===== src/rtl/ddr_burst_pkg.sv =====
// Shared definitions for the DDR burst controller.
// Holds the FSM state encoding, the MIG command codes, the per-command address
// step and the burst length width.
package ddr_burst_pkg;

    typedef enum logic [2:0] {
        StIdle        = 3'd0,
        StMemRead     = 3'd1,
        StMemWrite    = 3'd2,
        StMemReadEnd  = 3'd3,
        StMemWriteEnd = 3'd4
    } state_e;

    localparam logic [2:0]  APP_CMD_WR = 3'b000;
    localparam logic [2:0]  APP_CMD_RD = 3'b001;
    localparam int unsigned ADDR_STEP  = 8;
    localparam int unsigned LEN_WIDTH  = 10;

endpackage


===== src/rtl/ddr_burst_ctrl_if.sv =====
// MIG native application interface bundle.
// master: controller side (drives command and write data, receives ready/read data).
// slave:  memory controller side.
//   app_addr/app_cmd/app_en/app_rdy             command channel
//   app_wdf_data/app_wdf_wren/app_wdf_end/_rdy  write data channel
//   app_rd_data/app_rd_data_valid               read data channel
interface ddr_burst_ctrl_if #(
    parameter int unsigned DDR_DATA_WIDTH = 128,
    parameter int unsigned DDR_ADDR_WIDTH = 28
);
    logic [DDR_ADDR_WIDTH-1:0] app_addr;
    logic [2:0]                app_cmd;
    logic                      app_en;
    logic                      app_rdy;
    logic [DDR_DATA_WIDTH-1:0] app_wdf_data;
    logic                      app_wdf_wren;
    logic                      app_wdf_end;
    logic                      app_wdf_rdy;
    logic [DDR_DATA_WIDTH-1:0] app_rd_data;
    logic                      app_rd_data_valid;

    modport master (
        output app_addr, app_cmd, app_en, app_wdf_data, app_wdf_wren, app_wdf_end,
        input  app_rdy, app_wdf_rdy, app_rd_data, app_rd_data_valid
    );

    modport slave (
        input  app_addr, app_cmd, app_en, app_wdf_data, app_wdf_wren, app_wdf_end,
        output app_rdy, app_wdf_rdy, app_rd_data, app_rd_data_valid
    );
endinterface


===== src/rtl/ddr_wdata_hold.sv =====
// One-entry write data hold register between the user write port and the MIG
// write data channel.
//   clk_i, rst_i : clock, asynchronous active-high reset
//   load_i       : capture data_i (only asserted while empty)
//   data_i       : incoming write beat
//   pop_i        : entry consumed downstream
//   valid_o      : entry occupied
//   data_o       : held beat
module ddr_wdata_hold
    import ddr_burst_pkg::*;
#(
    parameter int unsigned Width = 128
) (
    input  logic             clk_i,
    input  logic             rst_i,
    input  logic             load_i,
    input  logic [Width-1:0] data_i,
    input  logic             pop_i,
    output logic             valid_o,
    output logic [Width-1:0] data_o
);
    logic             valid_q, valid_d;
    logic [Width-1:0] data_q, data_d;

    always_comb begin
        valid_d = valid_q;
        data_d  = data_q;
        if (load_i) begin
            valid_d = 1'b1;
            data_d  = data_i;
        end else if (pop_i) begin
            valid_d = 1'b0;
        end
    end

    always_ff @(posedge clk_i or posedge rst_i) begin
        if (rst_i) begin
            valid_q <= 1'b0;
            data_q  <= '0;
        end else begin
            valid_q <= valid_d;
            data_q  <= data_d;
        end
    end

    assign valid_o = valid_q;
    assign data_o  = data_q;
endmodule


===== src/rtl/ddr_burst_ctrl.sv =====
// Burst controller bridging a simple read/write burst user port onto the MIG
// native application interface. One command per beat, address +8 per command.
// Ports:
//   mem_clk, rst                    clock, asynchronous active-high reset
//   init_calib_complete             bursts are only granted once high
//   rd_/wr_burst_req/_len/_addr     level requests, held until the finish pulse
//   rd_burst_data_valid/_data       read beats, one cycle after the MIG
//   rd_/wr_burst_finish             one-cycle completion pulses
//   wr_burst_data_req/wr_burst_data next write beat request; data one cycle later
//   app                             MIG application interface (master side)
// Build option: define DDR_BURST_RD_PRIORITY_EN to grant reads over writes when
// both are requested; by default writes win.
module ddr_burst_ctrl
    import ddr_burst_pkg::*;
#(
    parameter int unsigned DDR_DATA_WIDTH = 128,
    parameter int unsigned DDR_ADDR_WIDTH = 28
) (
    input  logic                      mem_clk,
    input  logic                      rst,
    input  logic                      init_calib_complete,
    input  logic                      rd_burst_req,
    input  logic                      wr_burst_req,
    input  logic [LEN_WIDTH-1:0]      rd_burst_len,
    input  logic [LEN_WIDTH-1:0]      wr_burst_len,
    input  logic [DDR_ADDR_WIDTH-1:0] rd_burst_addr,
    input  logic [DDR_ADDR_WIDTH-1:0] wr_burst_addr,
    output logic                      rd_burst_data_valid,
    output logic [DDR_DATA_WIDTH-1:0] rd_burst_data,
    output logic                      rd_burst_finish,
    output logic                      wr_burst_data_req,
    input  logic [DDR_DATA_WIDTH-1:0] wr_burst_data,
    output logic                      wr_burst_finish,
    ddr_burst_ctrl_if.master          app
);
    state_e                    state_q, state_d;
    logic [DDR_ADDR_WIDTH-1:0] addr_q, addr_d;
    logic [LEN_WIDTH-1:0]      len_q, len_d;
    logic [LEN_WIDTH-1:0]      cmd_cnt_q, cmd_cnt_d;   // accepted commands
    logic [LEN_WIDTH-1:0]      xfer_cnt_q, xfer_cnt_d; // read beats in / write beats out
    logic [LEN_WIDTH-1:0]      req_cnt_q, req_cnt_d;   // write data requests issued
    logic                      req_inflight_q, req_inflight_d;
    logic                      rd_valid_q;
    logic [DDR_DATA_WIDTH-1:0] rd_data_q;

    logic                      grant_rd, grant_wr;
    logic                      cmd_active, cmd_fire, rd_beat, data_req, wdf_fire;
    logic                      hold_valid;
    logic [DDR_DATA_WIDTH-1:0] hold_data;

`ifdef DDR_BURST_RD_PRIORITY_EN
    assign grant_rd = init_calib_complete & rd_burst_req;
    assign grant_wr = init_calib_complete & wr_burst_req & ~rd_burst_req;
`else
    assign grant_wr = init_calib_complete & wr_burst_req;
    assign grant_rd = init_calib_complete & rd_burst_req & ~wr_burst_req;
`endif

    assign cmd_active = ((state_q == StMemRead) || (state_q == StMemWrite)) &&
                        (cmd_cnt_q < len_q);
    assign cmd_fire   = cmd_active & app.app_rdy;
    assign rd_beat    = (state_q == StMemRead) && app.app_rd_data_valid && (xfer_cnt_q < len_q);
    // Next beat is requested only once the previous one has landed and drained.
    assign data_req   = (state_q == StMemWrite) && !hold_valid && !req_inflight_q &&
                        (req_cnt_q < len_q);
    assign wdf_fire   = hold_valid & app.app_wdf_rdy;

    always_comb begin
        state_d        = state_q;
        addr_d         = addr_q;
        len_d          = len_q;
        cmd_cnt_d      = cmd_cnt_q;
        xfer_cnt_d     = xfer_cnt_q;
        req_cnt_d      = req_cnt_q;
        req_inflight_d = 1'b0;
        case (state_q)
            StIdle: begin
                if (grant_wr || grant_rd) begin
                    state_d    = grant_wr ? StMemWrite : StMemRead;
                    addr_d     = grant_wr ? wr_burst_addr : rd_burst_addr;
                    len_d      = grant_wr ? wr_burst_len : rd_burst_len;
                    cmd_cnt_d  = '0;
                    xfer_cnt_d = '0;
                    req_cnt_d  = '0;
                end
            end
            StMemRead, StMemWrite: begin
                if (cmd_fire) begin
                    addr_d    = addr_q + DDR_ADDR_WIDTH'(ADDR_STEP);
                    cmd_cnt_d = cmd_cnt_q + 1'b1;
                end
                if (rd_beat || ((state_q == StMemWrite) && wdf_fire)) begin
                    xfer_cnt_d = xfer_cnt_q + 1'b1;
                end
                if (data_req) begin
                    req_cnt_d = req_cnt_q + 1'b1;
                end
                req_inflight_d = data_req;
                if ((cmd_cnt_q == len_q) && (xfer_cnt_q == len_q)) begin
                    state_d = (state_q == StMemRead) ? StMemReadEnd : StMemWriteEnd;
                end
            end
            default: state_d = StIdle;
        endcase
    end

    always_ff @(posedge mem_clk or posedge rst) begin
        if (rst) begin
            state_q        <= StIdle;
            addr_q         <= '0;
            len_q          <= '0;
            cmd_cnt_q      <= '0;
            xfer_cnt_q     <= '0;
            req_cnt_q      <= '0;
            req_inflight_q <= 1'b0;
            rd_valid_q     <= 1'b0;
            rd_data_q      <= '0;
        end else begin
            state_q        <= state_d;
            addr_q         <= addr_d;
            len_q          <= len_d;
            cmd_cnt_q      <= cmd_cnt_d;
            xfer_cnt_q     <= xfer_cnt_d;
            req_cnt_q      <= req_cnt_d;
            req_inflight_q <= req_inflight_d;
            rd_valid_q     <= rd_beat;
            if (rd_beat) begin
                rd_data_q <= app.app_rd_data;
            end
        end
    end

    // Data arrives on the cycle after a request, so the request flag is the load strobe.
    ddr_wdata_hold #(
        .Width (DDR_DATA_WIDTH)
    ) u_wdata_hold (
        .clk_i   (mem_clk),
        .rst_i   (rst),
        .load_i  (req_inflight_q),
        .data_i  (wr_burst_data),
        .pop_i   (wdf_fire),
        .valid_o (hold_valid),
        .data_o  (hold_data)
    );

    assign app.app_en       = cmd_active;
    assign app.app_addr     = addr_q;
    assign app.app_cmd      = (state_q == StMemRead) ? APP_CMD_RD : APP_CMD_WR;
    assign app.app_wdf_wren = hold_valid;
    assign app.app_wdf_end  = hold_valid;
    assign app.app_wdf_data = hold_data;

    assign rd_burst_data_valid = rd_valid_q;
    assign rd_burst_data       = rd_data_q;
    assign rd_burst_finish     = (state_q == StMemReadEnd);
    assign wr_burst_finish     = (state_q == StMemWriteEnd);
    assign wr_burst_data_req   = data_req;
endmodule


===== src/flat_wrapper.sv =====
// flat-port wrapper written by rule: the top's interface ports become plain ports
module ddr_burst_ctrl_flat import ddr_burst_pkg::*;
#(
    parameter int unsigned DDR_DATA_WIDTH = 128,
    parameter int unsigned DDR_ADDR_WIDTH = 28
)
  (mem_clk, rst, init_calib_complete, rd_burst_req, wr_burst_req, rd_burst_len, wr_burst_len, rd_burst_addr, wr_burst_addr, rd_burst_data_valid, rd_burst_data, rd_burst_finish, wr_burst_data_req, wr_burst_data, wr_burst_finish, app_app_addr, app_app_cmd, app_app_en, app_app_wdf_data, app_app_wdf_wren, app_app_wdf_end, app_app_rdy, app_app_wdf_rdy, app_app_rd_data, app_app_rd_data_valid);
  ddr_burst_ctrl_if #(.DDR_DATA_WIDTH(DDR_DATA_WIDTH), .DDR_ADDR_WIDTH(DDR_ADDR_WIDTH)) app_i ();
  input  logic mem_clk;
  input  logic rst;
  input  logic init_calib_complete;
  input  logic rd_burst_req;
  input  logic wr_burst_req;
  input  logic [LEN_WIDTH-1:0] rd_burst_len;
  input  logic [LEN_WIDTH-1:0] wr_burst_len;
  input  logic [DDR_ADDR_WIDTH-1:0] rd_burst_addr;
  input  logic [DDR_ADDR_WIDTH-1:0] wr_burst_addr;
  output logic rd_burst_data_valid;
  output logic [DDR_DATA_WIDTH-1:0] rd_burst_data;
  output logic rd_burst_finish;
  output logic wr_burst_data_req;
  input  logic [DDR_DATA_WIDTH-1:0] wr_burst_data;
  output logic wr_burst_finish;
  output wire logic [$bits(app_i.app_addr)-1:0] app_app_addr;
  output wire logic [$bits(app_i.app_cmd)-1:0] app_app_cmd;
  output wire logic [$bits(app_i.app_en)-1:0] app_app_en;
  output wire logic [$bits(app_i.app_wdf_data)-1:0] app_app_wdf_data;
  output wire logic [$bits(app_i.app_wdf_wren)-1:0] app_app_wdf_wren;
  output wire logic [$bits(app_i.app_wdf_end)-1:0] app_app_wdf_end;
  input wire logic [$bits(app_i.app_rdy)-1:0] app_app_rdy;
  input wire logic [$bits(app_i.app_wdf_rdy)-1:0] app_app_wdf_rdy;
  input wire logic [$bits(app_i.app_rd_data)-1:0] app_app_rd_data;
  input wire logic [$bits(app_i.app_rd_data_valid)-1:0] app_app_rd_data_valid;
  assign app_app_addr = app_i.app_addr;
  assign app_app_cmd = app_i.app_cmd;
  assign app_app_en = app_i.app_en;
  assign app_app_wdf_data = app_i.app_wdf_data;
  assign app_app_wdf_wren = app_i.app_wdf_wren;
  assign app_app_wdf_end = app_i.app_wdf_end;
  assign app_i.app_rdy = app_app_rdy;
  assign app_i.app_wdf_rdy = app_app_wdf_rdy;
  assign app_i.app_rd_data = app_app_rd_data;
  assign app_i.app_rd_data_valid = app_app_rd_data_valid;
  ddr_burst_ctrl #(.DDR_DATA_WIDTH(DDR_DATA_WIDTH), .DDR_ADDR_WIDTH(DDR_ADDR_WIDTH)) u_core (.mem_clk(mem_clk), .rst(rst), .init_calib_complete(init_calib_complete), .rd_burst_req(rd_burst_req), .wr_burst_req(wr_burst_req), .rd_burst_len(rd_burst_len), .wr_burst_len(wr_burst_len), .rd_burst_addr(rd_burst_addr), .wr_burst_addr(wr_burst_addr), .rd_burst_data_valid(rd_burst_data_valid), .rd_burst_data(rd_burst_data), .rd_burst_finish(rd_burst_finish), .wr_burst_data_req(wr_burst_data_req), .wr_burst_data(wr_burst_data), .wr_burst_finish(wr_burst_finish), .app(app_i));
endmodule

===== config.mk =====
export PLATFORM = sky130hd
export DESIGN_NAME = ddr_burst_ctrl_flat
export DESIGN_NICKNAME = d
export VERILOG_FILES = /design/src/rtl/ddr_burst_pkg.sv /design/src/rtl/ddr_burst_ctrl_if.sv /design/src/rtl/ddr_wdata_hold.sv /design/src/rtl/ddr_burst_ctrl.sv /design/src/flat_wrapper.sv
export SDC_FILE = /design/constraint.sdc
export NUM_CORES = 1
export LEC_CHECK = 0
export BUFFER_PORTS_ARGS = -buffer_cell sky130_fd_sc_hd__buf_2
export CAP_MARGIN = 30
export CORE_AREA = 2 2 244 246
export CTS_BUF_LIST = sky130_fd_sc_hd__clkbuf_16
export CTS_CLUSTER_SIZE = 30
export DETAILED_ROUTE_END_ITERATION = 10
export DIE_AREA = 0 0 246 248
export PLACE_DENSITY = 0.52
export SYNTH_ARGS = -nofsm -noshare
export SYNTH_HDL_FRONTEND = slang
export SYNTH_SLANG_ARGS = --single-unit
export TNS_END_PERCENT = 1

===== constraint.sdc =====
create_clock -name mem_clk -period 12.2 [get_ports mem_clk]
set_clock_uncertainty 0.15 [all_clocks]
set_input_delay 0.61 -clock mem_clk [delete_from_list [all_inputs] [get_ports mem_clk]]
set_output_delay 0.61 -clock mem_clk [all_outputs]
set_load 0.01 [all_outputs]

==> metrics list, run 1 <==
- Relative to the synthesized area, the layout overhead comes to 36.2%.
- Number of clock sinks seen by CTS: 330
- The pre-antenna-repair detailed-routing pass consisted of 5 iterations.
* Post-synthesis sequential element count: 330
- OpenSTA, run right after detailed placement, puts the worst setup slack at 8.37 ns.
* First-pass GRT wire length: 71,700 µm
- Count of boundary I/O pins: 634
- The sequential cells in the finished layout cover a total of 8260 µm².
- The floorplan has 89 rows.
- TritonCTS created 39 clock buffers.
- FMAX: 283 MHz
* Die height: 248 µm
* Cell type group with the largest total delay on the critical path: buffers and inverters
* Cell-by-cell trace of the critical path: ha_1 -> a21oi_1 -> o21ai_0 -> a2111oi_4 -> buf_4 -> buf_4 -> buf_16 -> mux2_2
* Fin. Hold Viols: 0
- Critical Path RT: 12.49 ns
- Setup repair after global routing missed its margin: false
- Summed over all layers, the global routing overflow is 0.
- Number of enable flip-flop cells after synthesis: 0
- Overall routed net length: 49,300 µm
- The tree is rooted in a sky130_fd_sc_hd__clkbuf_16.
- Across the run, the number of max-cap violations was 0.
- The slowest stage of the critical path is the sky130_fd_sc_hd__buf_4 cell.
* Buffers and inverters on the worst path: 3
* TritonCTS clock tree: done
- In this run the deepest clock path goes through 3 buffers.
* Maximum fanout along the worst path: 76
* Maximum ir drop on the vdd rail: 0.000142 V
* Placed Cells: 2,502
- Number of cells produced by synthesis: 1,146
- Area occupied by multi-input gates: 5720 µm²
* Most Frequent Cell on Critical Path: sky130_fd_sc_hd__buf_4
* Biggest area contributors in the synthesized netlist: sky130_fd_sc_hd__dfrtp_1 57%, sky130_fd_sc_hd__mux2_2 20%, sky130_fd_sc_hd__ha_1 2.9%
- Post-Syn Area per Cell: 12.5 µm²
- In this run the worst hold path is classified as input port to asynchronous set/reset pin.
* Final GP Congestion: 0.831
- After synthesis, the share of flip-flops with an asynchronous set or reset is 100%.
- Hpwl dp: 37,600 µm
* Power Dens Cells: 210 nW/µm²
* Largest stage delay, worst path: 0.63 ns
- The mapped netlist covers 14,400 µm².
* Final setup violation count: 0
- The die is 246 µm wide.
* Area leader, netlist: sky130_fd_sc_hd__dfrtp_1
* Run status: finished, final reports clean
* Count of pins over their slew limit: 0
- Number of cells traversed by the worst register-to-register path: 8
- In the synthesized netlist the dominant register cell turns out to be sky130_fd_sc_hd__dfrtp_1.
* Sequential-to-total area share from yosys stat: 57.4%
- Final min period: 3.53 ns
- The number of antenna violations at the first check in global routing is 18.
* Nature of the critical path endpoint: register
- The die covers 61,000 µm².
- Global routing used 15.4% of the available tracks.
* Core region area: 58,500 µm²
* Arrival time of data at the critical path endpoint: 3.82 ns
- Fill cells in the final layout number 5,974.
- Worst flop-to-flop path endpoint: u_core.rd_burst_data[18]
- Power consumption: 0.00411 W
- The most critical setup path has its startpoint at u_core.xfer_cnt_q[3].
* Initial drt markers: 590
- Vias in the first global route: 11,800
- In this run the critical register-to-register path is launched from u_core.xfer_cnt_q[3].
* Average wire per standard cell: 19.1 µm
- Relative slew slack: 35.6%
* Post-detailed-route DRC marker count: 0
- CTS built an H-tree with a depth of 2.
- Entering global routing, the biggest net connects 159 pins.
- Number of gates given a new drive strength after cts: 0
- Buffers placed on the I/O ports in this run total 631.
- Worst-case register-to-register setup slack: 8.67 ns
- For this configuration, the core starts out at a cell density of 24.6%.
* Total via count after detailed routing: 11,600
* Part of the cycle the worst path needs: 29.0%
- Final non-filler cell total: 2,582
* Clock transition at the registers of the reported paths: 0.06 ns
* Least setup slack across all paths after layout: 8.67 ns
- STA classifies the critical path startpoint as a register.
- The Yosys step of the flow raised 0 warnings.
- Count of unique library cells instantiated by Yosys: 58
* Total setup buffers inserted after CTS: 0
- Lkg Pwr: 10.1 nW
* Latest clock arrival within the worst-skew pair: 0.55 ns
- For this design, the CTS-stage hold fixing added 0 buffers.
- The tightest hold path in the finished design has a slack of 0.0592 ns.
- Dividing the detail-routed via count by the number of cells gives 4.50.
- Layout cells sized above 1: 53.9%
* Share of the synthesized area in the top cell type: 57.4%
- After routing, the total negative slack on setup checks comes to 0 ns.
* Measured slew at the worst slew-check pin: 0.966 ns
- The critical path is of the register to register type.
- After the last flow step, the layout net total stands at 2,144.
* Remaining antenna violation count: 0
## cells in the mapped netlist (2+ instances only)
library cell and instances:
sky130_fd_sc_hd__dfrtp_1 330, sky130_fd_sc_hd__mux2_2 257, sky130_fd_sc_hd__nand2_1 108, sky130_fd_sc_hd__nor2_1 46, sky130_fd_sc_hd__a21oi_1 41, sky130_fd_sc_hd__clkbuf_1 34
sky130_fd_sc_hd__o21ai_0 34, sky130_fd_sc_hd__ha_1 33, sky130_fd_sc_hd__nand3_1 33, sky130_fd_sc_hd__inv_1 30, sky130_fd_sc_hd__a31oi_1 26, sky130_fd_sc_hd__buf_2 14
sky130_fd_sc_hd__nand4_1 12, sky130_fd_sc_hd__and3_1 11, sky130_fd_sc_hd__o22a_1 11, sky130_fd_sc_hd__mux2i_1 8, sky130_fd_sc_hd__nor3_1 8, sky130_fd_sc_hd__o31ai_1 8
sky130_fd_sc_hd__a211o_1 6, sky130_fd_sc_hd__a211oi_1 6, sky130_fd_sc_hd__buf_1 6, sky130_fd_sc_hd__or2_2 6, sky130_fd_sc_hd__or3_1 6, sky130_fd_sc_hd__or4_1 6
sky130_fd_sc_hd__buf_6 5, sky130_fd_sc_hd__nand2b_1 5, sky130_fd_sc_hd__a21o_1 4, sky130_fd_sc_hd__a32oi_1 4, sky130_fd_sc_hd__and2_1 4, sky130_fd_sc_hd__nor4_1 4
sky130_fd_sc_hd__xnor2_1 4, sky130_fd_sc_hd__buf_4 3, sky130_fd_sc_hd__o211ai_1 3, sky130_fd_sc_hd__and4_1 2, sky130_fd_sc_hd__nand3b_1 2, sky130_fd_sc_hd__o21a_1 2
sky130_fd_sc_hd__o21ai_1 2, sky130_fd_sc_hd__xor2_1 2
## cell type report
cell class                 instances  area share (%)
sequential                       330            42.2
multi-input combinational        725            29.2
timing repair buffer             645            16.8
clock buffer                      40            5.11
tap                              773            4.94
clock inverter                    31            1.05
inverter                          30           0.613
antenna                            8           0.102
## cell usage in the layout (no fill, tap or decap), types with 33 or more instances in the layout
cell type                     n
sky130_fd_sc_hd__dfrtp_1    329
sky130_fd_sc_hd__a21oi_1     41
sky130_fd_sc_hd__inv_1       37
sky130_fd_sc_hd__nor2_1      45
sky130_fd_sc_hd__clkbuf_16   40
sky130_fd_sc_hd__ha_1        33
sky130_fd_sc_hd__nand3_1     33
sky130_fd_sc_hd__o21ai_0     34
sky130_fd_sc_hd__buf_2      632
sky130_fd_sc_hd__mux2_2     257
sky130_fd_sc_hd__nand2_1    108
## worst max path at each step
stage / depth (start not counted) / endpoint / slack (ns)
finish: 8 / u_core.rd_burst_data[18] / 8.67
CTS: 7 / u_core.rd_burst_data[18] / 8.35
detailed placement: 7 / u_core.rd_burst_data[80] / 8.37
global placement: 7 / u_core.rd_burst_data[125] / 8.40
floorplan: 1 / u_core.app.app_addr[0] / 2.30
global route: 9 / u_core.rd_burst_data[123] / 8.48
## power breakdown
part | switching, W | total (W) | internal (W)
combinational | 0.000686 | 0.00131 | 0.000623
sequential | 0.000270 | 0.00168 | 0.00141
clock | 0.000479 | 0.00112 | 0.000638
## metrics by stage
stage	instance area [µm²]	util (%)
floorplan	14400	-
global route	19600	33.5
global placement	18300	31.3
CTS	19500	33.4
detailed placement	18300	31.4
finish	19600	33.5
## cell families after synthesis
| family | after synthesis | synth area share (%) |
|---|---|---|
| other | 1 | 0.0261 |
| muxes | 265 | 20.7 |
| and+or+nand+nor | 259 | 8.47 |
| DFF | 330 | 57.4 |
| AOI/OAI and AO/OA | 160 | 7.29 |
| buffers and inverters | 92 | 2.86 |
| adders and majority gates | 33 | 2.87 |
| xor gates and xnor gates | 6 | 0.365 |
## worst reg2reg max path: cells and delay by family (launching register included)
kind | cells | cell delay, ns
mux | 1 | 0.49
buf+inv | 3 | 1.26
fa+ha+maj | 1 | 0.34
compound gates | 3 | 0.77
flops | 1 | 0.43
## metal layers
metal | vias up | track usage, % | part of all wire (%)
met2 | 433 | 26.5 | 50
met5 | - | 0 | 0.12
met1 | 5713 | 17.8 | 38
met3 | 98 | 5.45 | 8.4
met4 | 10 | 4.83 | 2.8
li1 | 5374 | - | -
## state kept, by name (all words and copies together), names as in the netlist
register,flops
u_core.app.app_addr,28
u_core.len_q,10
u_core.xfer_cnt_q,10
u_core.rd_burst_data_valid,1
u_core.req_cnt_q,10
u_core.req_inflight_q,1
u_core.rd_burst_data,128
u_core.u_wdata_hold.data_o,128
u_core.state_q,3
u_core.cmd_cnt_q,10
u_core.u_wdata_hold.valid_o,1
Note: power is estimated with default switching activity, not from simulation.
==> inputs of run 2 (changes only) <==
Settings changed: ABC_AREA set to 1, CORE_AREA 2 2 244 246 to 2 2 245 247, DIE_AREA 0 0 246 248 to 0 0 247 249, PLACE_DENSITY 0.52 to 0.55.
Clock period 12.2 ns to 3.2 ns, I/O delays scaled along.
==> run 2 against run 1 <==
  * Hold slack lost 0.0094 ns
  * Area after synthesis grew 5.0%
  * Flip-flop and latch count is the same
  * Sequential share of layout area shrank 7.2 points
  * Combinational power grew to 7.0 times the previous value
  * Worst setup slack lost 8.2 ns
  * Critical path type unchanged
==> metrics list, run 2 <==
- The number of antenna violations at the first check in global routing was 0 (-18).
- The all-layer global routing usage is 17.3% (+2.0 points).
- The share of flip-flops with an asynchronous set or reset after synthesis is 100% (unchanged).
- CTS Root Cell: sky130_fd_sc_hd__clkbuf_16
- The most used flip-flop cell after synthesis is sky130_fd_sc_hd__dfrtp_1.
- The internal power was 0.0120 W (+350%).
* Most frequently used cell type in the post-synthesis netlist: sky130_fd_sc_hd__nand2_1
- Layout cells sized above 1: 25.2% (-29 points)
- The effective utilization at floorplan came to 25.7% (+1.1 points).
- Maximum fanout along the worst path: 31 (-59%)
- The maximum number of pins on one net before global-route repair came to 130 (-18%).
* Kind of path behind the tightest hold check: input port to register
- TritonCTS clock tree: done
* First-pass GRT wire length: 85,500 µm (+19%)
* Net switching share of the total power: 41.7% (+6.8 points)
* Initial drt markers: 880 (+49%)
- The number of enable-type register cells in the synthesized netlist was 0 (unchanged).
- The data arrival time of the critical path is 3.05 ns (-0.77 ns).
- The boundary pin count was 634 (unchanged).
- The flow ran to the end, and the final reports show no timing, DRC or antenna violations.
* Area leader, netlist: sky130_fd_sc_hd__dfrtp_1
- Worst setup slack before clock tree synthesis: 0.823 ns (-7.55 ns)
- The floorplan die area was 61,500 µm² (+0.81%).
- Post-Syn Area per Cell: 7.91 µm² (-37%)
* Relative slew slack: 38.7% (+3.1 points)
- Die height: 249 µm (+0.40%)
- The number of clock buffers inserted by TritonCTS is 40 (+2.6%).
* Congestion Overflow GR: 0 (unchanged)
* Cell-by-cell trace of the critical path: nor2_1 -> nor2_2 -> inv_1 -> buf_4 -> o211ai_1 -> dlygate4sd3_1 -> nand2_1 -> nand2_1 -> nand2_1
- Fillers: 5,921 (-0.89%)
* Biggest area contributors in the synthesized netlist: sky130_fd_sc_hd__dfrtp_1 55%, sky130_fd_sc_hd__nand2_1 27%, sky130_fd_sc_hd__ha_1 2.7%
* Reported net switching power: 0.00859 W (+500%)
- Highest-delay cell along the critical path: sky130_fd_sc_hd__dlygate4sd3_1
* Sequential-to-total area share from yosys stat: 54.7% (-2.7 points)
- The via count of the first global-routing pass was 15,700 (+33%).
* Latest clock arrival within the worst-skew pair: 0.54 ns (about the same)
- Final setup violation count: 0 (unchanged)
- The area growth from synthesis to layout is 56.6%.
- The number of buffer cells added on primary ports came to 631 (unchanged).
- The worst endpoint required time is 3.53 ns (-8.96 ns).
- Number of nets in the final layout: 3,229 (+51%)
* Most Frequent Cell on Critical Path: sky130_fd_sc_hd__nand2_1
- Number of cells produced by synthesis: 1,909 (+67%)
* Count of unique library cells instantiated by Yosys: 33 (-43%)
- STA classifies the critical path endpoint as a register.
* FMAX: 367 MHz (+30%)
- The max-slew violation count came to 0 (unchanged).
- Max capacitance violation total: 0 (unchanged)
- The transition time at the pin with the least slew margin is 0.918 ns (-0.0478 ns).
* Worst-case register-to-register setup slack: 0.48 ns (-8.19 ns)
- The average detailed-routed wire length per instance came to 15.1 µm (-21%).
- Worst setup SP type: register
- The power share of the clock group was 20.4% (-6.8 points).
- Setup repair after global routing missed its margin: false
- The detailed-route DRC error count was 0 (unchanged).
- The total of cells resized after clock tree synthesis was 0 (unchanged).
* Part of the cycle the worst path needs: 85.1% (+56 points)
* Cell Rows: 89 (unchanged)
- Clock Path Buffers: 3 (unchanged)
- The worst setup path is of the register to register kind.
- Final min period: 2.72 ns (-0.810 ns)
* H-tree depth: 2 (unchanged)
- The antenna violation net count after detailed routing was 0 (unchanged).
* Clock transition at the registers of the reported paths: 0.06 ns (about the same)
- The yosys synthesis warning count came to 0 (unchanged).
* Hpwl dp: 38,600 µm (+2.8%)
* Most frequent cells in the layout: 1,099 x sky130_fd_sc_hd__nand2_1, 631 x sky130_fd_sc_hd__buf_2, 336 x sky130_fd_sc_hd__dlygate4sd3_1, 329 x sky130_fd_sc_hd__dfrtp_1, 90 x sky130_fd_sc_hd__nor2_1
* Lkg Pwr: 12.9 nW (+29%)
- Power Dens Cells: 871 nW/µm² (+310%)
- Avg Vias per Cell: 4.31 (-4.3%)
- Post-synthesis sequential element count: 330 (unchanged)
* Setup TNS: 0 ns (unchanged)
- Least setup slack across all paths after layout: 0.476 ns (-8.19 ns)
* Synth top cells by count: 1,099 x sky130_fd_sc_hd__nand2_1, 330 x sky130_fd_sc_hd__dfrtp_1, 90 x sky130_fd_sc_hd__nor2_1, 74 x sky130_fd_sc_hd__nand3_1, 59 x sky130_fd_sc_hd__inv_1
- Final GP Congestion: 0.845 (+1.7%)
- The part of the power in registers was 35.2% (-5.8 points).
* Fin. Hold Viols: 0 (unchanged)
* Overall routed net length: 55,300 µm (+12%)
- Core region area: 58,700 µm² (+0.38%)
* Maximum ir drop on the vdd rail: 0.000533 V (+280%)
* Total via count after detailed routing: 15,700 (+35%)
- The iteration count of the initial detailed-routing pass was 5 (unchanged).
- The count of clock tree sinks came to 330 (unchanged).
* Logic pwr share: 44.4% (+13 points)
- The largest stage delay on the critical path was 0.62 ns (about the same).
- Post-Syn Area: 15,100 µm² (+5.0%)
* Horizontal die dimension: 247 µm (+0.41%)
* Share of the synthesized area in the top cell type: 54.7% (-2.7 points)
- Antenna diodes: 0 (-8)
- Leading cell type in the layout, fill and taps excluded: sky130_fd_sc_hd__nand2_1
-- run 2: layout make-up --
type	count	area, µm²	area share (%)
Sequential cell	330	8260	34.9
Multi-Input combinational cell	1431	6150	26.0
Inverter	61	235	0.995
Clock inverter	26	176	0.746
Timing Repair Buffer	992	6860	29.0
Tap cell	773	967	4.09
Clock buffer	40	1000	4.23
-- run 2: worst max-delay path, delay by kind of cell (launching register included) --
| kind | cells | cell delay, ns |
|---|---|---|
| flip-flops | 1 | 0.44 |
| buffers and inverters | 3 | 1.38 |
| AND/OR/NAND/NOR | 5 | 0.51 |
| AO/OA/AOI/OAI | 1 | 0.16 |
-- run 2: power by group through the flow --
stage	combinational, W	clock, W	sequential, W
3_5_place_dp	0.00858	0	0.00727
2_1_floorplan	0.00422	0	0.00796
4_1_cts	0.00923	0.00436	0.00722
5_1_grt	0.0102	0.00452	0.00747
6_report	0.00915	0.00420	0.00724
3_3_place_gp	0.00854	0	0.00723
-- run 2: worst paths after layout --
path,start,endpoint,cells after the start
min,wr_burst_req,u_core.state_q[1],7
max,u_core.state_q[0],u_core.app.app_addr[19],9
min in group asynchronous,rst,u_core.u_wdata_hold.data_o[53],3
min reg2reg,u_core.u_wdata_hold.data_o[104],u_core.u_wdata_hold.data_o[104],2
max in group asynchronous,rst,u_core.app.app_addr[11],5
max reg2reg,u_core.state_q[0],u_core.app.app_addr[19],9
-- run 2: logic make-up (layout without fill, tap and decap cells) --
kind of cell	count (synthesis)	after routing	share of synthesized area, %
and+or+nand+nor	1296	1296	33.4
DFF	330	330	54.7
buffers and inverters	149	1119	4.71
AOI/OAI and AO/OA	73	73	2.88
adders and majority gates	33	33	2.73
xor gates and xnor gates	27	27	1.57
other	1	2	0.0248
-- run 2: repair_timing --
| action | CTS | global route |
|---|---|---|
| endpoints found under the setup margin | 0 | 0 |
| hold endpoints to repair | 340 | 0 |
| hold buffers | 336 | 0 |
| buffers inserted | 0 | 0 |
-- run 2: through the flow --
step / power (W) / utilization, % / hold slack (ns) / cell area (µm²) / instances
after CTS: 0.0208 / 40.3 / 0.0160 / 23600 / 3653
final: 0.0206 / 40.3 / 0.0498 / 23600 / 3653
after global placement: 0.0158 / 32.6 / 0.145 / 19100 / 3251
after global routing: 0.0222 / 40.3 / 0.0975 / 23600 / 3653
after floorplan: 0.0122 / - / 0.117 / 15100 / 1910
after detailed placement: 0.0158 / 32.6 / 0.146 / 19100 / 3251
-- run 2: layer usage --
metal | global-route usage, % | vias to the layer above | routed length (µm)
met3 | 3.22 | 117 | 3380
met4 | 6.16 | 0 | 1840
met1 | 21.5 | 7309 | 23100
li1 | - | 7791 | -
met5 | 0 | - | 0
met2 | 29.9 | 522 | 27100
==> inputs of run 3 (changes only) <==
Settings changed: SYNTH_HIERARCHICAL set to 1.
==> run 3 against run 2 <==
  * Hold slack improved by 0.020 ns
  * Count of clock-buffer cells in the layout increased by 3
  * Flip-flop and latch count unchanged
  * Final cell count increased by 0.36%
  * Register-to-register slack got worse by 0.22 ns
  * Cell area about the same
  * Global-route usage increased by 0.42 points
  * First-iteration DRC count decreased by 1.7%
  * Critical path depth increased by 2
  * Synthesized cell count decreased by 0.16%
  * Combinational power decreased by 1%
  * Critical endpoint is now u_core/rd_burst_data[105]
  * Largest power group unchanged
==> metrics list, run 3 <==
- The worst max-slew margin expressed relative to the limit is 38.9% (+0.15 points).
- After synthesis, the cell types taking the most area are sky130_fd_sc_hd__dfrtp_1 55%, sky130_fd_sc_hd__nand2_1 28%, sky130_fd_sc_hd__ha_1 2.7%.
- The number of antenna violations at the first check in global routing was 5 (+5).
- The fraction of layout instances using a drive strength above 1 was 25.4% (+0.24 points).
* Kind of path behind the tightest hold check: input port to register
- The shortest clock period the worst path allows after layout was 2.95 ns (+0.223 ns).
- Clock Path Buffers: 3 (unchanged)
- The power share of the combinational group came to 43.9% (-0.5 points).
- The detailed-route DRC error count is 0 (unchanged).
- Total setup buffers inserted after CTS: 0 (unchanged)
- YS warnings: 6 (+6)
- The run finished with clean final reports.
- Setup CP Type: register to register
* Setup repair after global routing missed its margin: false
- The floorplan die area was 61,500 µm² (unchanged).
- H-tree depth: 2 (unchanged)
- The synthesized area is 15,100 µm² (about the same).
* Final core utilization: 40.3% (about the same)
- The number of design-rule violations left by the first detailed-router iteration was 865 (-1.7%).
- The floorplan core area came to 58,700 µm² (unchanged).
- The area share of the leading cell type in the synthesized netlist was 54.7% (about the same).
* Number of gates given a new drive strength after cts: 0 (unchanged)
- Max capacitance violation total: 0 (unchanged)
* Total global routing track utilization: 17.7% (+0.42 points)
- Fin. Hold Viols: 0 (unchanged)
- The antenna violation net count after detailed routing came to 0 (unchanged).
* Hpwl dp: 39,800 µm (+3.1%)
- The worst setup path is captured at a register.
* Most Frequent Cell on Critical Path: sky130_fd_sc_hd__nand2_1
- Number of buffer cells added on primary ports: 631 (unchanged)
- The fraction of power spent switching nets was 41.7% (about the same).
- The internal power was 0.0120 W (-0.13%).
- In the post-synthesis netlist, the cell with the most instances is sky130_fd_sc_hd__nand2_1.
- Count of unique library cells instantiated by Yosys: 35 (+6.1%)
- The leakage component of the power came to 13.0 nW (+0.77%).
- Asr flop ratio synth: 100% (unchanged)
- Die height: 249 µm (unchanged)
* Most frequent cells in the layout: 1,108 x sky130_fd_sc_hd__nand2_1, 631 x sky130_fd_sc_hd__buf_2, 337 x sky130_fd_sc_hd__dlygate4sd3_1, 329 x sky130_fd_sc_hd__dfrtp_1, 85 x sky130_fd_sc_hd__nor2_1
- CTS placed an instance of sky130_fd_sc_hd__clkbuf_16 at the clock tree root.
- Synth top cells by count: 1,108 x sky130_fd_sc_hd__nand2_1, 330 x sky130_fd_sc_hd__dfrtp_1, 85 x sky130_fd_sc_hd__nor2_1, 70 x sky130_fd_sc_hd__inv_1, 51 x sky130_fd_sc_hd__nand3_1
* Part of the total power dissipated in sequential elements: 35.3% (about the same)
- Maximum fanout along the worst path: 40 (+29%)
- The power dissipated by switching net loads was 0.00858 W (-0.17%).
- The count of fill cells added during filler insertion was 5,909 (-0.20%).
* Largest stage delay, worst path: 0.54 ns (-0.08 ns)
* Leading cell type in the layout, fill and taps excluded: sky130_fd_sc_hd__nand2_1
- Initial Util: 25.7% (about the same)
* Cell-by-cell trace of the critical path: inv_1 -> ha_1 -> nand2_1 -> nand3b_1 -> nor3_1 -> nand3_4 -> inv_4 -> buf_12 -> nand2_1 -> nand2_1 -> dlygate4sd3_1
- Cell Rows: 89 (unchanged)
* Overall routed net length: 56,300 µm (+1.7%)
* Number of search-and-repair iterations in the first detailed-routing pass: 5 (unchanged)
- Clock transition at the registers of the reported paths: 0.06 ns (about the same)
- Arrival time of data at the critical path endpoint: 3.27 ns (+0.22 ns)
- The areal power density over the cells came to 869 nW/µm² (-0.16%).
* Ys flop type: sky130_fd_sc_hd__dfrtp_1
- First-pass GRT wire length: 87,100 µm (+1.9%)
* Maximum ir drop on the vdd rail: 0.000600 V (+13%)
- The insertion delay to the later sink of the worst-skew pair came to 0.54 ns (about the same).
- The number of vias per cell after detailed routing is 4.27 (-1.0%).
- The maximum number of pins on one net before global-route repair was 129 (-0.77%).
- Worst setup SP type: register
* Final GP Congestion: 0.879 (+4.0%)
* Number of enable flip-flop cells after synthesis: 0 (unchanged)
- Number of buffers added by the clock tree synthesis step: 41 (+2.5%)
- Critical Path RT: 3.53 ns (about the same)
- TritonCTS clock tree: done
- Among all stages on the critical path, the largest delay is contributed by sky130_fd_sc_hd__dlygate4sd3_1.
- Area leader, netlist: sky130_fd_sc_hd__dfrtp_1
- The via count of the first global-routing pass was 15,500 (-1.2%).
- Congestion Overflow GR: 0 (unchanged)
* Horizontal die dimension: 247 µm (unchanged)
* Min Hold Slack: 0.0701 ns (+0.0203 ns)
* FMAX: 339 MHz (-7.6%)
* Count of pins over their slew limit: 0 (unchanged)
* Count of boundary I/O pins: 634 (unchanged)
- Number of cells produced by synthesis: 1,906 (-0.16%)
* Fraction of power consumed by the clock network: 20.8% (+0.4 points)
* Number of cells traversed by the worst register-to-register path: 11 (+2)
- The count of clock tree sinks is 330 (unchanged).
- The average detailed-routed wire length per instance came to 15.4 µm (+1.4%).
- The share of synthesized area occupied by flip-flops and latches is 54.7% (about the same).
- The detailed-route via count was 15,600 (-0.65%).
- Final setup violation count: 0 (unchanged)
* Post-Syn Area per Cell: 7.92 µm² (+0.20%)
* Post-synthesis sequential element count: 330 (unchanged)
- The part of the cycle the worst path needs was 92.1% (+7.0 points).
* Area growth from synthesis to final layout: 56.6% (about the same)
- Number of nets in the final layout: 3,233 (+0.12%)
- Measured slew at the worst slew-check pin: 0.916 ns (-0.00225 ns)
- Hold Crit Depth: 5 (-2)
run 3: cell types whose count changed in the layout (fill, tap and decap cells not counted), moves of 4 or more:
cell / delta
sky130_fd_sc_hd__buf_4: +4
sky130_fd_sc_hd__nor2_1: -5
sky130_fd_sc_hd__xnor2_1: -9
sky130_fd_sc_hd__inv_1: +8
sky130_fd_sc_hd__diode_2: +5
sky130_fd_sc_hd__nand4_1: +4
sky130_fd_sc_hd__nand3_1: -23
sky130_fd_sc_hd__a21oi_1: +6
sky130_fd_sc_hd__o211ai_1: -4
sky130_fd_sc_hd__nand2_1: +9
sky130_fd_sc_hd__o21ai_0: +10
run 3: through the flow:
stage	cells	power (W)	setup TNS (ns)	cell area (µm²)	setup WS, ns
3_3_place_gp	3253	0.0157	0	19000	0.749
3_5_place_dp	3253	0.0158	0	19000	0.708
6_report	3666	0.0206	0	23600	0.253
2_1_floorplan	1907	0.0121	-71.08	15100	-0.551
5_1_grt	3663	0.0222	0	23600	0.0317
4_1_cts	3661	0.0208	0	23600	0.192
run 3: repair_timing:
action	CTS	global route
endpoints found under the hold margin	452	0
setup endpoints to repair	0	0
hold buffers	337	0
run 3: per-layer routing:
layer / global-route usage [%] / vias up / part of all wire (%)
met1: 22.5 / 7289 / 43
met3: 3.06 / 90 / 5.5
met4: 5.63 / 6 / 2.6
met5: 0 / - / 0.059
met2: 30.5 / 448 / 49
li1: - / 7804 / -
run 3: power by group through the flow:
| stage | clock [W] | sequential [W] | combinational, W |
|---|---|---|---|
| final | 0.00428 | 0.00725 | 0.00903 |
| after floorplan | 0 | 0.00800 | 0.00410 |
| after detailed placement | 0 | 0.00728 | 0.00850 |
| after global placement | 0 | 0.00723 | 0.00846 |
| after CTS | 0.00446 | 0.00723 | 0.00910 |
| after global routing | 0.00462 | 0.00751 | 0.0101 |
run 3: worst max-delay path, delay by kind of cell (launching register included):
family	cells	cell delay (ns)
adders and majority gates	1	0.26
buffers and inverters	4	1.31
DFF	1	0.37
and+or+nand+nor	6	0.76
run 3: path summary, 6_finish.rpt:
| kind | startpoint | endpoint | slack [ns] |
|---|---|---|---|
| worst max-delay path | u_core/len_q[9] | u_core/rd_burst_data[105] | 0.25 |
| worst min-delay path | app_app_rdy | u_core/cmd_cnt_q[5] | 0.07 |
| worst max register to register | u_core/len_q[9] | u_core/rd_burst_data[105] | 0.25 |
| worst min register to register | u_core/u_wdata_hold/data_o[35] | u_core/u_wdata_hold/data_o[35] | 0.31 |
| max in group asynchronous | rst | u_core/app.app_addr[1] | 1.86 |
| min in group asynchronous | rst | u_core/u_wdata_hold/data_o[2] | 0.08 |
run 3: area by class of cell:
type / count / area, µm² / area share (%)
diodes: 5 / 12.5 / 0.0529
clock buffers: 43 / 1080 / 4.55
clock inverters: 28 / 143 / 0.603
inverters: 74 / 289 / 1.22
multi-input cells: 1419 / 6060 / 25.6
flip-flops and latches: 330 / 8260 / 34.9
well taps: 773 / 967 / 4.09
repair buffers: 994 / 6840 / 28.9
run 3: kinds of logic (layout without fill, tap and decap cells):
logic type / after synthesis / in the layout / share of synthesized area, %
simple gates: 1280 / 1280 / 32.9
flops: 330 / 330 / 54.7
buf+inv: 158 / 1139 / 5.31
compound gates: 82 / 82 / 3.11
fa+ha+maj: 33 / 33 / 2.73
xor+xnor: 20 / 20 / 1.16
mux: 2 / 2 / 0.133
other cells: 1 / 7 / 0.0248
